==> src/rtl/snake_body.sv <==
// ---------------------------------------------------------------------------
// snake_body
// Tracks the trailing body of the snake behind the head cell that the
// snakehead stage produces. Every head position is pushed into a circular
// history buffer; the newest MAX_LEN-1 older cells (limited by the current
// body length) form the body. After each move a small FSM walks the body
// one cell per clock, looking for the head overlapping its own body.
//
// Ports:
//   CLOCK_50          system clock
//   reset_n           asynchronous active-low reset
//   move_tick         one-cycle pulse, head has moved to (head_x, head_y)
//   head_x, head_y    new head top-left corner, valid with move_tick
//   grow              one-cycle pulse, food eaten -> body gets longer
//   x, y              current VGA pixel position
//   vga_r/g/b         registered body colour (one cycle after x, y)
//   body_len          body length, head not included
//   busy              collision scan in progress
//   self_hit          sticky self-collision flag
// ---------------------------------------------------------------------------
module snake_body #(
   parameter int MAX_LEN  = 16,
   parameter int SEG_SIZE = 20,
   parameter int INIT_LEN = 3,
   parameter int COORD_W  = 12
) (
   input  logic               CLOCK_50,
   input  logic               reset_n,
   input  logic               move_tick,
   input  logic [COORD_W-1:0] head_x,
   input  logic [COORD_W-1:0] head_y,
   input  logic               grow,
   input  logic [COORD_W-1:0] x,
   input  logic [COORD_W-1:0] y,
   output logic [7:0]         vga_r,
   output logic [7:0]         vga_g,
   output logic [7:0]         vga_b,
   output logic [4:0]         body_len,
   output logic               busy,
   output logic               self_hit
);

   localparam int PTR_W = $clog2(MAX_LEN);
   localparam int CNT_W = PTR_W + 1;
   localparam int ENT_W = 2 * COORD_W;
   localparam logic [COORD_W:0] SEG_EXT = (COORD_W+1)'(SEG_SIZE);

   typedef enum logic [1:0] {IDLE, SCAN, DONE} state_t;

   logic [ENT_W-1:0] hist_q [MAX_LEN];
   logic [PTR_W-1:0] wr_ptr_q, wr_ptr_d;
   logic [CNT_W-1:0] fill_q, fill_d;
   logic [4:0]       len_q, len_d;
   logic [CNT_W-1:0] seg_n;
   logic [CNT_W-1:0] len_ext;

   state_t           state_q;
   logic [CNT_W-1:0] idx_q;
   logic [ENT_W-1:0] head_q;
   logic             busy_q;
   logic             hit_q;

   logic [PTR_W-1:0] age_idx;
   logic             age_match;

   logic [PTR_W-1:0] seg_idx;
   logic [COORD_W:0] sx, sy, px, py;
   logic             in_body;
   logic [7:0]       r_q, g_q, b_q, r_d, g_d, b_d;

   // History memory: plain write port, no reset needed because unused
   // entries are always masked off by the fill count.
   always_ff @(posedge CLOCK_50) begin
      if (move_tick)
         hist_q[wr_ptr_q] <= {head_x, head_y};
   end

   // Next-state for the write pointer, fill level and body length. The
   // pointer wraps naturally through bit truncation; fill and length
   // saturate so the body can never reach back onto the cell being
   // overwritten.
   always_comb begin
      wr_ptr_d = wr_ptr_q;
      fill_d   = fill_q;
      len_d    = len_q;
      if (move_tick) begin
         wr_ptr_d = wr_ptr_q + 1'b1;
         if (fill_q != CNT_W'(MAX_LEN))
            fill_d = fill_q + 1'b1;
      end
      if (grow && (len_q != 5'(MAX_LEN-1)))
         len_d = len_q + 1'b1;
   end

   // Number of visible body segments: the length is capped by how many
   // older cells actually exist in the buffer (the newest one is the head).
   always_comb begin
      len_ext = CNT_W'(len_q);
      if (fill_q <= CNT_W'(1))
         seg_n = '0;
      else if (len_ext < (fill_q - CNT_W'(1)))
         seg_n = len_ext;
      else
         seg_n = fill_q - CNT_W'(1);
   end

   // Cell currently addressed by the scan, compared against the latched head.
   always_comb begin
      age_idx   = wr_ptr_q - PTR_W'(1) - PTR_W'(idx_q);
      age_match = (hist_q[age_idx] == head_q);
   end

   // Parallel hit test of the pixel against every body segment. The upper
   // bound is formed one bit wider so segments near the coordinate limit
   // do not wrap around to zero.
   always_comb begin
      in_body = 1'b0;
      seg_idx = '0;
      sx      = '0;
      sy      = '0;
      px      = {1'b0, x};
      py      = {1'b0, y};
      for (int k = 0; k < MAX_LEN; k++) begin
         seg_idx = wr_ptr_q - PTR_W'(1) - PTR_W'(k);
         sx      = {1'b0, hist_q[seg_idx][ENT_W-1:COORD_W]};
         sy      = {1'b0, hist_q[seg_idx][COORD_W-1:0]};
         if ((k >= 1) && (CNT_W'(k) <= seg_n) &&
             (px >= sx) && (px < sx + SEG_EXT) &&
             (py >= sy) && (py < sy + SEG_EXT))
            in_body = 1'b1;
      end
      r_d = 8'h00;
      g_d = in_body ? 8'hC0 : 8'h00;
      b_d = 8'h00;
   end

   // Pointer, fill, length and colour registers.
   always_ff @(posedge CLOCK_50 or negedge reset_n) begin
      if (!reset_n) begin
         wr_ptr_q <= '0;
         fill_q   <= '0;
         len_q    <= 5'(INIT_LEN);
         r_q      <= 8'h00;
         g_q      <= 8'h00;
         b_q      <= 8'h00;
      end else begin
         wr_ptr_q <= wr_ptr_d;
         fill_q   <= fill_d;
         len_q    <= len_d;
         r_q      <= r_d;
         g_q      <= g_d;
         b_q      <= b_d;
      end
   end

   // Collision scan FSM. A new move always restarts the scan at age 1 with
   // the new head, even mid-scan, so busy never drops between back-to-back
   // moves. A match found in the same cycle as a restart is still a real
   // collision and is recorded.
   always_ff @(posedge CLOCK_50 or negedge reset_n) begin
      if (!reset_n) begin
         state_q <= IDLE;
         idx_q   <= CNT_W'(1);
         head_q  <= '0;
         busy_q  <= 1'b0;
         hit_q   <= 1'b0;
      end else if (move_tick) begin
         if ((state_q == SCAN) && (seg_n != '0) && age_match)
            hit_q <= 1'b1;
         state_q <= SCAN;
         idx_q   <= CNT_W'(1);
         head_q  <= {head_x, head_y};
         busy_q  <= 1'b1;
      end else begin
         case (state_q)
            IDLE: begin
               busy_q <= 1'b0;
            end
            SCAN: begin
               if (seg_n == '0) begin
                  state_q <= DONE;
               end else if (age_match) begin
                  hit_q   <= 1'b1;
                  state_q <= DONE;
               end else if (idx_q >= seg_n) begin
                  state_q <= DONE;
               end else begin
                  idx_q <= idx_q + CNT_W'(1);
               end
            end
            DONE: begin
               busy_q  <= 1'b0;
               state_q <= IDLE;
            end
            default: begin
               state_q <= IDLE;
               busy_q  <= 1'b0;
            end
         endcase
      end
   end

   assign vga_r    = r_q;
   assign vga_g    = g_q;
   assign vga_b    = b_q;
   assign body_len = len_q;
   assign busy     = busy_q;
   assign self_hit = hit_q;

endmodule

==> config.mk <==
export PLATFORM = sky130hd
export DESIGN_NAME = snake_body
export DESIGN_NICKNAME = d
export VERILOG_FILES = /design/src/rtl/snake_body.sv
export SDC_FILE = /design/constraint.sdc
export NUM_CORES = 2
export LEC_CHECK = 0
export BUFFER_PORTS_ARGS = -buffer_cell sky130_fd_sc_hd__buf_2
export CAP_MARGIN = 40
export CORE_MARGIN = 3
export CORE_UTILIZATION = 55
export CTS_BUF_LIST = sky130_fd_sc_hd__clkbuf_8 sky130_fd_sc_hd__clkbuf_16
export CTS_CLUSTER_DIAMETER = 30
export CTS_CLUSTER_SIZE = 28
export DETAILED_ROUTE_END_ITERATION = 8
export PLACE_DENSITY = 0.71
export SYNTH_ARGS = -nofsm -noshare
export SYNTH_HDL_FRONTEND = slang
export SYNTH_SLANG_ARGS = --single-unit
==> constraint.sdc <==
create_clock -name CLOCK_50 -period 9 [get_ports CLOCK_50]
set_input_delay 1.8 -clock CLOCK_50 [delete_from_list [all_inputs] [get_ports CLOCK_50]]
set_output_delay 1.8 -clock CLOCK_50 [all_outputs]
set_load 0.01 [all_outputs]
==> impl_metrics.yaml <==
status:
  outcome: "finished, final reports clean"
route:
  dr.pass1.iters: 7
  ant_nets: 0
  vias_per_cell: 7.12
  wirelength_um: 231000
  drc: 0
  wl_per_cell_um: 32.2
  drtIter0Drc: 8443
  num_vias: 51000
clocking:
  numCtsBuffers: 87
  path_clk_slew_ps: 50
  clockBufferDepth: 3
  clk_latency_ps: 680
  cts_root_buf: "clkbuf_16"
  post_cts_buffers: 0
  htreeDepth: 3
  cts_tree: "yes"
  cts_resized: 0
  holdBufCountCts: 0
  clock_sink_count: 432
floorplan:
  rows: 118
  fp.dieH_um: 331
  die_area_sq_mm: 0.109
  core_sq_mm: 0.104
  start_util_pct: 55.7
  dieWidth_um: 331
  io_pins: 83
setup_path:
  slowest_stage: "buf_4"
  cp_data_required_time_ps: 9530
  critPathLaunchType: "flop"
  cp_data_arrival_time_ps: 8550
  crit_fanout: 152
  worst_setup_path_end_kind: "flop"
  path_class: "reg -> reg"
  worst_path_most_repeated_cell: "a21oi_1"
  crit_cells: 22
  critPathMaxStageDelay_ps: 750
  crit_chain: "inv_8 > ha_4 > buf_4 > buf_12 > mux2_2 > mux2i_1 > a21oi_1 > mux2i_1 > a21boi_0 > nor3_1 > xnor2_1 > ha_1 > o2111a_1 > o31ai_1 > a21oi_1 > o221ai_1 > a21oi_1 > a211oi_1 > a31oi_1 > nand4_1 > and4bb_1 > nand4_1"
  ff2ff_path_depth: 22
  cp_num_buf_inv: 3
  worst_path_dominant_cell_family: "compound AO/OA/AOI/OAI gates"
sta:
  finalMaxSlewViolations: 0
  grt_setup_unrepaired: "false"
  fmax_mhz: 125
  fin_crit_sh_pct: 89.1
  fin_crit_ps: 8020
  setup_viol: 0
  worstMarginPinSlew_ps: 1110
  whs_ps: 527
  tns_ps: 0
  worst_clock_skew_ps: 43.5
  maxSlewHeadroom_pct: 25.4
  hold_viol: 0
cells_and_area:
  finalCoreUtilization_pct: 60.4
  nets: 6493
  area_delta_synth_final_pct: 8.48
  final_layout_size_suffix_gt1_share_pct: 18.6
  fill_cells: 8527
global_routing:
  grt_overflow: 0
  grt_pass1_vias: 45700
  antenna_found_initial: 22
  grt_pass1_wl_um: 326000
  grt_max_degree: 176
  track_usage_pct: 41.5
logic_synthesis:
  async_flop_share_pct: 11.1
  syn_area_sq_mm: 0.0579
  synth-seq-area-share_pct: 22.0
  syn_inst: 5677
  synth_edf_count: 384
  synthFlopType: "edfxtp_1"
  synth_cell_types: 97
  avgSynthCellArea_sq_um: 10.2
  ys_seq_elements: 432
  ys.warnings.count: 0
run:
  drv_cap: 0
placement:
  hpwl_um: 176000
  routabilityCongestion: 1.09
  io_buffers: 60
hold_path:
  hold_path.class: "reg -> reg"
  whs_path_depth: 1
## metrics by stage
stage          cells  setup WS [ps]  instance area [sq um]
6_report        7164            978                  62900
3_3_place_gp    6920           1540                  59100
4_1_cts         7140           1420                  62700
2_1_floorplan   5698            435                  58000
5_1_grt         7156            833                  62800
3_5_place_dp    6976           1450                  59700
## kinds of logic after synthesis
kind of cell,count (synthesis),synth area share [%]
compound gates,1184,12.8
xor+xnor,312,4.89
fa+ha+maj,749,16.2
buf+inv,584,4.99
flops,432,22.0
mux,1102,28.6
other cells,1,0.00647
simple gates,1313,10.5
## metal layers
metal / part of all wire (%) / track usage [%] / vias to the layer above
met3: 18 / 21.0 / 711
li1: - / - / 21700
met1: 37 / 55.5 / 24600
met2: 39 / 55.4 / 3944
met4: 5.7 / 19.1 / 12
met5: 0.056 / 0.222 / -
## final cells by class
class | count | area (sq um) | share of cell area [%]
diodes | 13 | 32.5 | 0.0518
repair buffers | 225 | 1710 | 2.72
clock inverters | 70 | 733 | 1.17
well taps | 1380 | 1730 | 2.75
multi-input cells | 4682 | 42600 | 67.8
flip-flops and latches | 432 | 12700 | 20.3
clock buffers | 94 | 2300 | 3.65
inverters | 268 | 1020 | 1.62
## cell usage in the layout, fill, tap and decap left out, drive strengths merged, types with 65 or more instances in the layout
| cell type | count |
|---|---|
| a21o | 65 |
| a21oi | 355 |
| buf | 221 |
| clkbuf | 98 |
| edfxtp | 384 |
| ha | 744 |
| inv | 292 |
| mux2 | 194 |
| mux2i | 485 |
| mux4 | 423 |
| nand2 | 483 |
| nand2b | 78 |
| nand3 | 83 |
| nor2 | 327 |
| nor2b | 95 |
| nor3 | 72 |
| o21a | 82 |
| o21ai | 314 |
| xnor2 | 216 |
| xor2 | 95 |
## synthesized netlist by cell type (all sizes together), types with 78 or more instances
cell type | instances | area share [%]
a21oi | 355 | 3.1
buf | 250 | 2.8
edfxtp | 384 | 20
ha | 744 | 16
inv | 267 | 1.7
mux2 | 194 | 3.8
mux2i | 485 | 8.4
mux4 | 423 | 16
nand2 | 483 | 3.1
nand2b | 78 | 0.84
nand3 | 83 | 0.72
nor2 | 327 | 2.1
nor2b | 95 | 1.0
o21a | 82 | 1.1
o21ai | 314 | 2.7
xnor2 | 216 | 3.4
xor2 | 95 | 1.4
## worst register-to-register path: cells and delay by family, from the launching register on
family,cells,cell delay (ps)
compound gates,9,2140
buf+inv,3,1810
mux,3,1160
fa+ha+maj,2,970
simple gates,4,950
flops,1,730
xor+xnor,1,120
## sequential cells by signal, indices dropped and copies added, names as in the netlist
| register | cells |
|---|---|
| hist_q | 384 |
| vga_g | 1 |
| state_q | 2 |
| head_q | 24 |
| fill_q | 5 |
| idx_q | 5 |
| wr_ptr_q | 4 |
| body_len | 5 |
| self_hit | 1 |
| busy | 1 |
## path summary, 6_finish.rpt
path | startpoint | to | slack (ps)
max | wr_ptr_q[0] | vga_g[6] | 980
min reg2reg | head_q[16] | head_q[16] | 530
max reg2reg | wr_ptr_q[0] | vga_g[6] | 980
max in group asynchronous | reset_n | wr_ptr_q[2] | 6580
min | head_q[16] | head_q[16] | 530
min in group asynchronous | reset_n | head_q[8] | 1100
Power is left out: the tool's default activity adds up to more than one toggle a clock period on the data nets, which glitch-free logic cannot reach.
